`src/rtl/nn_ctrl_pkg.sv`:
```
`default_nettype none
//------------------------------------------------------------------------------
// nn_ctrl_pkg : shared state, layer and ROM-latency encodings for nn_sequencer
// Rev 1.0
//------------------------------------------------------------------------------
package nn_ctrl_pkg;

   typedef enum logic [2:0] {
      ST_IDLE  = 3'd0,
      ST_CLR   = 3'd1,
      ST_MAC   = 3'd2,
      ST_DRAIN = 3'd3,
      ST_BIAS  = 3'd4,
      ST_ACT   = 3'd5,
      ST_WRITE = 3'd6,
      ST_DONE  = 3'd7
   } nn_state_t;

   localparam logic c_layer_hid = 1'b0;
   localparam logic c_layer_out = 1'b1;

   localparam int   c_rom_lat   = 1;

endpackage
`default_nettype wire

```
`src/rtl/nn_index_counter.sv`:
```
`default_nettype none
//------------------------------------------------------------------------------
// nn_index_counter : loadable up-counter with clear, enable and terminal flag
// Rev 1.0
//------------------------------------------------------------------------------
module nn_index_counter #(
   parameter int W = 8
) (
   input  logic         clk,
   input  logic         rst,
   input  logic         i_clr,
   input  logic         i_load,
   input  logic [W-1:0] i_load_val,
   input  logic         i_en,
   input  logic [W-1:0] i_max,
   output logic [W-1:0] o_count,
   output logic         o_tc
);

   logic [W-1:0] r_count;

   always_ff @(posedge clk or negedge rst) begin
      if (!rst) begin
         r_count <= '0;
      end else if (i_clr) begin
         r_count <= '0;
      end else if (i_load) begin
         r_count <= i_load_val;
      end else if (i_en) begin
         r_count <= o_tc ? '0 : r_count + W'(1);
      end
   end

   assign o_count = r_count;
   assign o_tc    = (r_count == i_max);

endmodule
`default_nettype wire

```
`src/rtl/nn_sequencer.sv`:
```
`default_nettype none
//------------------------------------------------------------------------------
// nn_sequencer : sequences the shared MAC datapath through a two-layer FC pass
// Rev 1.0
//------------------------------------------------------------------------------
module nn_sequencer
   import nn_ctrl_pkg::*;
#(
   parameter int N_IN   = 3,
   parameter int N_HID  = 2,
   parameter int N_OUT  = 1,
   parameter int ADDR_W = 8
) (
   input  logic              clk,
   input  logic              rst,
   input  logic              start,
   output logic              ready,
   output logic              busy,
   output logic              layer,
   output logic [ADDR_W-1:0] w_addr,
   output logic [ADDR_W-1:0] x_addr,
   output logic [ADDR_W-1:0] b_addr,
   output logic              acc_clr,
   output logic              mac_en,
   output logic              bias_en,
   output logic              act_en,
   output logic              wr_en,
   output logic [ADDR_W-1:0] wr_addr
);

   localparam logic [ADDR_W-1:0] c_n_in     = ADDR_W'(N_IN);
   localparam logic [ADDR_W-1:0] c_n_hid    = ADDR_W'(N_HID);
   localparam logic [ADDR_W-1:0] c_l1_base  = ADDR_W'(N_HID * N_IN);
   localparam logic [ADDR_W-1:0] c_src0_max = ADDR_W'(N_IN - 1);
   localparam logic [ADDR_W-1:0] c_src1_max = ADDR_W'(N_HID - 1);
   localparam logic [ADDR_W-1:0] c_dst0_max = ADDR_W'(N_HID - 1);
   localparam logic [ADDR_W-1:0] c_dst1_max = ADDR_W'(N_OUT - 1);

   if (N_IN < 1 || N_HID < 1 || N_OUT < 1 ||
       (N_HID * N_IN + N_OUT * N_HID) > (2 ** ADDR_W) ||
       (N_HID + N_OUT) > (2 ** ADDR_W)) begin : g_param_check
      $error("nn_sequencer: layer sizes do not fit in ADDR_W address bits");
   end

   nn_state_t              r_state;
   logic                   r_start_q;
   logic                   r_ready;
   logic                   r_busy;
   logic                   r_layer;
   logic                   r_acc_clr;
   logic                   r_bias_en;
   logic                   r_act_en;
   logic                   r_wr_en;
   logic [c_rom_lat-1:0]   r_mac_pipe;

   logic                   w_start_edge;
   logic [ADDR_W-1:0]      w_idx;
   logic [ADDR_W-1:0]      w_nrn;
   logic [ADDR_W-1:0]      w_src_max;
   logic [ADDR_W-1:0]      w_dst_max;
   logic                   w_idx_tc;
   logic                   w_nrn_tc;
   logic                   w_idx_clr;
   logic                   w_idx_en;
   logic                   w_nrn_clr;
   logic                   w_nrn_en;

   assign w_start_edge = start & ~r_start_q;
   assign w_src_max    = (r_layer == c_layer_out) ? c_src1_max : c_src0_max;
   assign w_dst_max    = (r_layer == c_layer_out) ? c_dst1_max : c_dst0_max;

   assign w_idx_clr = (r_state == ST_CLR);
   assign w_idx_en  = (r_state == ST_MAC) & ~w_idx_tc;
   // Neuron restarts at 0 both on run acceptance and on the hidden->output layer switch.
   assign w_nrn_clr = ((r_state == ST_IDLE) & w_start_edge) |
                      ((r_state == ST_WRITE) & w_nrn_tc & (r_layer == c_layer_hid));
   assign w_nrn_en  = (r_state == ST_WRITE) & ~w_nrn_tc;

   nn_index_counter #(.W(ADDR_W)) u_idx_cnt (
      .clk        (clk),
      .rst        (rst),
      .i_clr      (w_idx_clr),
      .i_load     (1'b0),
      .i_load_val ('0),
      .i_en       (w_idx_en),
      .i_max      (w_src_max),
      .o_count    (w_idx),
      .o_tc       (w_idx_tc)
   );

   nn_index_counter #(.W(ADDR_W)) u_nrn_cnt (
      .clk        (clk),
      .rst        (rst),
      .i_clr      (w_nrn_clr),
      .i_load     (1'b0),
      .i_load_val ('0),
      .i_en       (w_nrn_en),
      .i_max      (w_dst_max),
      .o_count    (w_nrn),
      .o_tc       (w_nrn_tc)
   );

   always_ff @(posedge clk or negedge rst) begin
      if (!rst) begin
         r_state    <= ST_IDLE;
         r_start_q  <= 1'b0;
         r_ready    <= 1'b0;
         r_busy     <= 1'b0;
         r_layer    <= c_layer_hid;
         r_acc_clr  <= 1'b0;
         r_bias_en  <= 1'b0;
         r_act_en   <= 1'b0;
         r_wr_en    <= 1'b0;
         r_mac_pipe <= '0;
      end else begin
         r_start_q  <= start;
         r_acc_clr  <= 1'b0;
         r_bias_en  <= 1'b0;
         r_act_en   <= 1'b0;
         r_wr_en    <= 1'b0;
         // ROM read data arrives c_rom_lat cycles after the address is issued.
         r_mac_pipe[0] <= (r_state == ST_MAC);
         for (int i = 1; i < c_rom_lat; i++) begin
            r_mac_pipe[i] <= r_mac_pipe[i-1];
         end

         case (r_state)
            ST_IDLE: begin
               if (w_start_edge) begin
                  r_ready   <= 1'b0;
                  r_busy    <= 1'b1;
                  r_layer   <= c_layer_hid;
                  r_acc_clr <= 1'b1;
                  r_state   <= ST_CLR;
               end
            end
            ST_CLR:   r_state <= ST_MAC;
            ST_MAC: begin
               if (w_idx_tc) begin
                  r_state <= ST_DRAIN;
               end
            end
            ST_DRAIN: begin
               r_bias_en <= 1'b1;
               r_state   <= ST_BIAS;
            end
            ST_BIAS: begin
               r_act_en <= 1'b1;
               r_state  <= ST_ACT;
            end
            ST_ACT: begin
               r_wr_en <= 1'b1;
               r_state <= ST_WRITE;
            end
            ST_WRITE: begin
               if (!w_nrn_tc) begin
                  r_acc_clr <= 1'b1;
                  r_state   <= ST_CLR;
               end else if (r_layer == c_layer_hid) begin
                  r_layer   <= c_layer_out;
                  r_acc_clr <= 1'b1;
                  r_state   <= ST_CLR;
               end else begin
                  // Result flags move on the edge into DONE so ready lands exactly on the last pass edge.
                  r_busy  <= 1'b0;
                  r_ready <= 1'b1;
                  r_state <= ST_DONE;
               end
            end
            ST_DONE:  r_state <= ST_IDLE;
            default:  r_state <= ST_IDLE;
         endcase
      end
   end

   assign ready   = r_ready;
   assign busy    = r_busy;
   assign layer   = r_layer;
   assign acc_clr = r_acc_clr;
   assign mac_en  = r_mac_pipe[c_rom_lat-1];
   assign bias_en = r_bias_en;
   assign act_en  = r_act_en;
   assign wr_en   = r_wr_en;

   assign w_addr  = (r_layer == c_layer_out) ? (c_l1_base + w_nrn * c_n_hid + w_idx)
                                             : (w_nrn * c_n_in + w_idx);
   assign x_addr  = w_idx;
   assign b_addr  = (r_layer == c_layer_out) ? (c_n_hid + w_nrn) : w_nrn;
   assign wr_addr = w_nrn;

endmodule
`default_nettype wire

```
`config.mk`:
```
export PLATFORM = sky130hd
export DESIGN_NAME = nn_sequencer
export DESIGN_NICKNAME = d
export VERILOG_FILES = /design/src/rtl/nn_ctrl_pkg.sv /design/src/rtl/nn_index_counter.sv /design/src/rtl/nn_sequencer.sv
export SDC_FILE = /design/constraint.sdc
export NUM_CORES = 1
export LEC_CHECK = 0
export CAP_MARGIN = 20
export CORE_AREA = 2 2 85 87
export CTS_BUF_LIST = sky130_fd_sc_hd__clkbuf_4 sky130_fd_sc_hd__clkbuf_8
export DETAILED_ROUTE_END_ITERATION = 16
export DIE_AREA = 0 0 87 89
export RECOVER_POWER = 100
export SETUP_SLACK_MARGIN = 0.3
export SYNTH_ARGS = -nofsm -noshare
export SYNTH_HDL_FRONTEND = slang
export SYNTH_HIERARCHICAL = 1
export SYNTH_SLANG_ARGS = --single-unit
```
`constraint.sdc`:
```
create_clock -name clk -period 5.2 [get_ports clk]
set_input_delay 1.3 -clock clk [delete_from_list [all_inputs] [get_ports clk]]
set_output_delay 1.3 -clock clk [all_outputs]
set_load 0.01 [all_outputs]
```
* Word-level counts from Yosys, hierarchy flattened
Cells that the tools add are included.
Word-level totals: logic and storage cells 82, output and inout port bits 40, input port bits 3, register bits after elaboration 28
Cells by class: reduce and logical (&&, ||, !) cells 7, $mul 1, bitwise gates (word level) 11, add/subtract/negate cells 6, mux-type cells 32, equality and inequality tests 13
Operators with widths (number):
- two-way mux 8 bit | 8
- case mux 3 bit (8 select lines) | 1
- adder 8 x 1 -> 8 bit (second input constant) | 2
- adder 8 bit | 2
- two-way mux 1 bit | 14
- equality test 3 bit (second input constant) | 4
- two-way mux 3 bit | 4
- adder 2 x 8 -> 8 bit (first input constant) | 1
- adder 3 x 8 -> 8 bit (first input constant) | 1
- equality test 8 x 1 -> 1 bit | 1
- equality test 8 x 2 -> 1 bit | 1
- multiplier 8 x 2 -> 8 bit (second input constant) | 1
- case mux 1 bit (2 select lines) | 4
- AND 1 bit | 6
- equality test 3 x 2 -> 1 bit (second input constant) | 2
- nonzero test 2 bit | 3
- != test 2 x 1 -> 1 bit (second input constant) | 2
- != test 2 bit (second input constant) | 2
- inverter 1 bit | 4
- AND reduction 4 bit | 1
- equality test 3 x 1 -> 1 bit (second input constant) | 1
- zero test 3 bit | 1
- AND reduction 3 bit | 1
- two-way mux 2 bit | 1
- 2 further kinds | 2

* Logic depth before layout (Yosys ltp)
Gate-level depths: netlist of run 1.
depth in word-level cells 6, gate-level depth with buffers 13, depth with buffers taken out 12

* Hierarchy
Netlist of run 1, hierarchy kept.
By module, submodules not included:
- nn_sequencer | instances 1, area each 1372.6 sq um, seq. area each 300.3 sq um, cells an instance 143
- nn_index_counter (u_idx_cnt) | instances 1, area each 640.6 sq um, seq. area each 200.2 sq um, cells an instance 74
- nn_index_counter (u_nrn_cnt) | instances 1, area each 638.1 sq um, seq. area each 200.2 sq um, cells an instance 72

* Worst setup path before layout of run 1
Ideal clock, no wire load.
path kind flip-flop to output port, start reg u_nrn_cnt.r_count[1] (netlist: u_nrn_cnt/o_count[1]), end out w_addr[7], arrival time 2.519 ns, stages on the path, launching flop included 9, setup slack 1.381 ns, buffers on the path 0, required time 3.900 ns, cell sequence dfrtp_1 > fa_1 > ha_1 > fa_1 > a211oi_2 > o21bai_1 > a21oi_2 > xnor2_1 > mux2i_1
On the way: longest elaborated chain between the ends 3, elaborated cells between the ends (all ways) 5, classes of those cells 3 x add/sub; 1 x mul; 1 x mux
Ends and longest elaborated chain:
- start, declared | line nn_index_counter.sv:20 | logic [W-1:0] r_count;
- start signal, assigned | line nn_index_counter.sv:28 | r_count <= i_load_val;
- start signal, assigned | line nn_index_counter.sv:30 | r_count <= o_tc ? '0 : r_count + W'(1);
- multiplier 8 x 2 -> 8 bit or adder 3 x 8 -> 8 bit (tied branches) | line nn_sequencer.sv:186, nn_sequencer.sv:185
- adder 8 bit (on tied branches) | line nn_sequencer.sv:186, nn_sequencer.sv:185
- two-way mux 8 bit * | line nn_sequencer.sv:185 | assign w_addr = (r_layer == c_layer_out) ? (c_l1_base + w_nrn * c_n_hid + w_idx)
- end, declared | line nn_sequencer.sv:20 | output logic [ADDR_W-1:0] w_addr,
Mark *: on every way between the ends. The rest lies on a longest branch, timed or not.

* Final worst setup path of run 1
Same ends and word-level chain as after synthesis.

==> summary.txt, run 1 <==
number of H-tree branching levels - 1
final worst clock skew - 0.00697 ns
launch point of the worst hold path - ready
slack of the worst reg-to-reg path - 1.64 ns
mean instance size in the synthesized netlist - 9.17 µm²
fill cell total of the finished layout - 639
maxcap violations - 1
actual slew at the worst max-slew pin - 1.56 ns
run status - finished with violations
detailed-router iteration count before antenna repair - 4
power per cell area - 624 nW/µm²
total I/O pin count - 43
setup repair after global routing missed its margin - false
number of sinks handled by clock tree synthesis - 28
worst hold path stage count - 1
most common cell after layout, fill and taps aside - dlygate4sd3_1
final non-filler cell area - 3310 µm²
vertical die dimension - 89 µm
number of nets in the layout - 398
Syn Inst Count - 289
antenna diode count - 0
largest buffer count on any clock path - 2
Sum Neg Setup Slack - 0 ns
global route overflow - 0
number of global-route vias before repair - 2136
crit start category - flop
Total Wirelength - 6060 µm
DIE AREA - 7740 µm²
global-route wire length before repair - 10200 µm
r2r worst-path depth - 11
pin count of the biggest net entering global routing - 29
reg2reg start - u_nrn_cnt/o_count[1]
number of hold violations in the final report - 0
share of post-route cells with drive strength above 1 - 5.82%
Clk pin slew, worst setup/hold paths - 0.10 ns
CTS tree - done
dominant register cell in the synthesized netlist - dfrtp_1
number of distinct library cells after synthesis - 58
path type of the worst min-delay path - flop to flop
worst vdd ir - 0.000219 V
worst-case hold path end point - ready
violations in the final reports - capacitance limit, slew limit
data arrival time at the worst-slack endpoint - 3.50 ns
endpoint class of the critical path - output pin
overall global routing resource usage - 16.7%
Starting DRT DRC Count - 53
Starting Density - 39.5%
final critical-path required period - 4.80 ns
required time at the endpoint of the critical path - 3.90 ns
Placement Cell Area - 3270 µm²
Worst Path Class, Setup - flop to output pin
asr flop ratio synth - 100%
initial antenna violation count - 0
routability congestion estimate from global placement - 0.832
post-route fraction of the period consumed by the critical path - 92.3%
proportion of synthesized chip area in sequential cells - 26.4%
number of enable flip-flop cells after synthesis - 0
#FFs+latches synth - 28
half-perimeter wire length after placement - 4590 µm
Syn-to-layout area delta - 24.9%
number of port buffers - 42
commonest non-fill, non-tap cells in the layout - dlygate4sd3_1, conb_1, dfrtp_1, ha_1
Core Box Area - 6720 µm²
die extent in x - 87 µm
Detail Route Antenna Nets - 0
Pleak - 1.49 nW
clock latency of the later-clocked register in the worst-skew pair - 0.28 ns
post-detailed-route DRC marker count - 0
reg2reg end - u_nrn_cnt/o_count[7]
clock root buffer - clkbuf_8
Yosys warnings - 6
cell area after synthesis - 2650 µm²
Worst slew margin - -3.78%
wire per inst - 13.7 µm
placement row count - 30
Final Setup Violations - 0
max-slew violation total from the final report - 29
vias after detailed routing - 2235
Max FO, Critical Path - 13
mean number of vias per cell - 5.07
top achievable clock speed - 0.208 GHz
Inserted Clock Buffers - 3
==> layer usage <==
layer / track usage, % / vias to the layer above / wire (µm)
li1: - / 1162 / -
met1: 23.1 / 1035 / 3080
met2: 27.9 / 34 / 2760
met3: 2.12 / 4 / 155
met4: 4.26 / 0 / 61
met5: 0 / - / 0
==> worst max-delay path by stage <==
stage,startpoint,end,slack (ns),cells past startpoint
2_1_floorplan,u_nrn_cnt/o_count[1],w_addr[7],1.38,8
3_3_place_gp,u_nrn_cnt/o_count[1],w_addr[7],0.81,9
3_5_place_dp,u_nrn_cnt/o_count[1],w_addr[7],0.77,9
4_1_cts,u_nrn_cnt/o_count[1],w_addr[7],0.43,9
5_1_grt,u_nrn_cnt/o_count[1],w_addr[7],0.21,9
6_report,u_nrn_cnt/o_count[1],w_addr[7],0.40,9
==> flip-flops by register name, summed over array words and instances (netlist names) <==
signal             count
u_idx_cnt/o_count      8
u_nrn_cnt/o_count      8
r_state                3
acc_clr                1
act_en                 1
bias_en                1
busy                   1
layer                  1
mac_en                 1
r_start_q              1
ready                  1
wr_en                  1
==> cell usage after synthesis (3+ instances only) <==
cell | number | share of area (%)
and3_1 | 3 | 0.71
ha_1 | 25 | 12
dfrtp_1 | 28 | 26
nor3_1 | 5 | 0.94
xor2_1 | 20 | 6.6
o21bai_1 | 3 | 0.85
nand4_1 | 3 | 0.71
a31oi_1 | 3 | 0.71
o311ai_1 | 3 | 0.99
or3_1 | 3 | 0.71
inv_1 | 21 | 3.0
o22ai_1 | 4 | 0.94
o21ai_0 | 17 | 3.2
o211ai_1 | 6 | 1.7
fa_1 | 8 | 6.0
nor2b_1 | 3 | 0.71
buf_2 | 3 | 0.57
mux2_2 | 3 | 1.3
nor4_2 | 3 | 1.4
a21o_1 | 4 | 1.1
mux2i_1 | 3 | 1.1
nor2_1 | 13 | 1.8
xnor2_1 | 12 | 4.0
nand2_1 | 23 | 3.3
a21oi_1 | 11 | 2.1
nand3_1 | 11 | 2.1
a211oi_1 | 4 | 1.1
==> critical path, cell delays in order (launching register included) <==
cell           delay [ns]
dfrtp_1              0.65
fa_1                 0.50
ha_1                 0.25
fa_1                 0.45
a211oi_2             0.27
o21bai_1             0.12
a21oi_2              0.15
xnor2_1              0.12
mux2i_1              0.08
dlygate4sd3_1        0.64
==> area by class of cell <==
class                           count  area (µm²)  area share [%]
Multi-Input combinational cell    262        1920            58.1
Sequential cell                    28         701            21.2
Timing Repair Buffer               44         428            12.9
Tap cell                           80         100            3.02
Inverter                           23        86.3            2.61
Clock buffer                        3        41.3            1.25
Clock inverter                      1        30.0           0.907
==> repair_timing <==
item	4_1_cts	5_1_grt
hold endpoints to repair	0	0
buffers inserted	0	0
resized for setup	0	1
hold buffers	0	0
setup endpoints to repair	0	1
==> kinds of logic (layout without fill, tap and decap cells) <==
| family | Yosys count | after routing | synth area share (%) |
|---|---|---|---|
| xor+xnor | 32 | 32 | 10.6 |
| mux | 6 | 6 | 2.41 |
| flops | 28 | 28 | 26.4 |
| compound gates | 78 | 78 | 20.8 |
| buf+inv | 29 | 71 | 4.53 |
| simple gates | 82 | 82 | 17.3 |
| other cells | 1 | 31 | 0.141 |
| fa+ha+maj | 33 | 33 | 17.8 |
==> stage by stage <==
| step | hold WS [ns] | instances | worst slack (ns) | util, % | power [mW] |
|---|---|---|---|---|---|
| after floorplan | 0.490 | 319 | 1.38 | - | 1.39 |
| after global placement | 0.497 | 437 | 0.806 | 48.6 | 1.99 |
| after detailed placement | 0.481 | 437 | 0.767 | 48.6 | 2.00 |
| after CTS | 0.522 | 441 | 0.429 | 49.7 | 2.19 |
| after global routing | 0.523 | 441 | 0.209 | 49.3 | 2.29 |
| final | 0.510 | 441 | 0.400 | 49.3 | 2.07 |
==> report_power, final <==
group | total, mW | leakage (nW) | internal [mW] | switching (mW)
Clock | 0.175 | 0.0357 | 0.103 | 0.0721
Combinational | 1.44 | 1.11 | 0.736 | 0.704
Sequential | 0.450 | 0.350 | 0.283 | 0.167
Power figures use the tool's default switching activity.
==> run 2, diff against run 1 <==
- SETUP_SLACK_MARGIN: 0.3 -> default
==> summary.txt, run 2 (synthesized netlist as in run 1, its figures left out) <==
clock latency of the later-clocked register in the worst-skew pair - 0.28 ns (about the same)
Multi-input gate area - 1920 µm² (unchanged)
fill cell total of the finished layout - 639 (unchanged)
global route overflow - 0 (unchanged)
final critical-path required period - 4.80 ns (-0.00453 ns)
actual slew at the worst max-slew pin - 1.56 ns (+0.000152 ns)
number of sinks handled by clock tree synthesis - 28 (unchanged)
vias after detailed routing - 2234 (-0.045%)
Core Box Area - 6720 µm² (unchanged)
PnR Total Power - 2.07 mW (about the same)
global-route wire length before repair - 10200 µm (unchanged)
endpoint class of the critical path - output pin
total I/O pin count - 43 (unchanged)
worst vdd ir - 0.000221 V (+0.90%)
setup repair after global routing missed its margin - false
vertical die dimension - 89 µm (unchanged)
maxcap violations - 1 (unchanged)
detailed-router iteration count before antenna repair - 4 (unchanged)
final non-filler cell area - 3310 µm² (unchanged)
Total Wirelength - 6060 µm (unchanged)
required time at the endpoint of the critical path - 3.90 ns (about the same)
Sum Neg Setup Slack - 0 ns (unchanged)
Worst slew margin - -3.79% (-0.010 points)
initial antenna violation count - 0 (unchanged)
Final Setup Violations - 0 (unchanged)
antenna diode count - 0 (unchanged)
flip-flop and latch area - 701 µm² (unchanged)
Post-Place Worst Slack - 0.767 ns (unchanged)
pin count of the biggest net entering global routing - 29 (unchanged)
power per cell area - 624 nW/µm² (about the same)
worst hold path stage count - 1 (unchanged)
Worst Path Class, Setup - flop to output pin
reg2reg start - u_nrn_cnt/o_count[1]
worst-case hold path end point - ready
wire per inst - 13.7 µm (unchanged)
cell type of the slowest stage on the worst timing path - dfrtp_1
total of hold buffers inserted after clock tree synthesis - 0 (unchanged)
Clk pin slew, worst setup/hold paths - 0.10 ns (about the same)
number of buffers inserted by post-CTS setup repair - 0 (unchanged)
final worst clock skew - 0.00583 ns (-0.00114 ns)
number of port buffers - 42 (unchanged)
data arrival time at the worst-slack endpoint - 3.50 ns (about the same)
Placement Cell Area - 3270 µm² (unchanged)
ordered list of cells on the worst path - fa_1, ha_1, fa_1, a211oi_2, o21bai_1, a21oi_2, xnor2_1, mux2i_1, dlygate4sd3_1
mean number of vias per cell - 5.07 (about the same)
reg2reg end - u_nrn_cnt/o_count[7]
DIE AREA - 7740 µm² (unchanged)
number of global-route vias before repair - 2136 (unchanged)
Max FO, Critical Path - 13 (unchanged)
number of nets in the layout - 398 (unchanged)
path type of the worst min-delay path - flop to flop
slack of the worst reg-to-reg path - 1.68 ns (+0.04 ns)
Pleak - 1.49 nW (about the same)
Detail Route Antenna Nets - 0 (unchanged)
Starting DRT DRC Count - 48 (-9.4%)
clock root buffer - clkbuf_8
commonest non-fill, non-tap cells in the layout - dlygate4sd3_1, conb_1, dfrtp_1, ha_1
max-slew violation total from the final report - 29 (unchanged)
violations in the final reports - capacitance limit, slew limit
die extent in x - 87 µm (unchanged)
r2r worst-path depth - 11 (unchanged)
number of gates given a new drive strength after cts - 0 (unchanged)
post-detailed-route DRC marker count - 0 (unchanged)
largest buffer count on any clock path - 2 (unchanged)
number of H-tree branching levels - 1 (unchanged)
crit path from - u_nrn_cnt/o_count[1]
biggest cell delay along the critical path - 0.64 ns (about the same)
top achievable clock speed - 0.209 GHz (about the same)
placement row count - 30 (unchanged)
cell type with the highest occurrence count on the critical path - fa_1
Inserted Clock Buffers - 3 (unchanged)
post-route fraction of the period consumed by the critical path - 92.2% (about the same)
half-perimeter wire length after placement - 4590 µm (unchanged)
crit start category - flop
crit path setup slack, layout - 0.404 ns (+0.00453 ns)
routability congestion estimate from global placement - 0.832 (unchanged)
Starting Density - 39.5% (unchanged)
number of hold violations in the final report - 0 (unchanged)
CTS tree - done
run status - finished with violations
overall global routing resource usage - 16.7% (unchanged)
Syn-to-layout area delta - 24.9% (unchanged)
launch point of the worst hold path - ready
most common cell after layout, fill and taps aside - dlygate4sd3_1
share of post-route cells with drive strength above 1 - 5.82% (unchanged)
-- run 2: worst max-delay path by stage --
stage                     slack (ns)         to  cells past startpoint
after floorplan                 1.38  w_addr[7]                      8
after global placement          0.81  w_addr[7]                      9
after detailed placement        0.77  w_addr[7]                      9
after CTS                       0.43  w_addr[7]                      9
after global routing            0.21  w_addr[7]                      9
final                           0.40  w_addr[7]                      9
-- run 2: layer usage --
metal  vias up  track usage (%)  routed length (µm)
met4         0             4.26                  61
met1      1035             23.1                3060
met2        35             27.9                2770
met5         -                0                   0
li1       1160                -                   -
met3         4             2.12                 169
-- run 2: worst max-delay path: cells and delay by family, from the launching register on --
family | cells | cell delay [ns]
AO/OA/AOI/OAI | 3 | 0.54
multiplexers | 1 | 0.08
XOR/XNOR | 1 | 0.12
buffers and inverters | 1 | 0.64
adder cells (fa/ha/maj) | 3 | 1.20
flip-flops | 1 | 0.64
-- run 2: per-stage QoR --
| stage | instances | util (%) | hold slack, ns |
|---|---|---|---|
| 2_1_floorplan | 319 | - | 0.490 |
| 3_3_place_gp | 437 | 48.6 | 0.497 |
| 3_5_place_dp | 437 | 48.6 | 0.481 |
| 4_1_cts | 441 | 49.7 | 0.522 |
| 5_1_grt | 441 | 49.3 | 0.523 |
| 6_report | 441 | 49.3 | 0.511 |
-- run 2: cell type report --
type | instances | share of cell area (%)
multi-input cells | 262 | 58.1
flip-flops and latches | 28 | 21.2
repair buffers | 44 | 12.9
well taps | 80 | 3.02
inverters | 23 | 2.61
clock buffers | 3 | 1.25
clock inverters | 1 | 0.907
-- run 2: where the power goes --
part | internal (mW) | switching (mW)
Clock | 0.103 | 0.0728
Combinational | 0.736 | 0.704
Sequential | 0.283 | 0.167
Total | 1.12 | 0.943
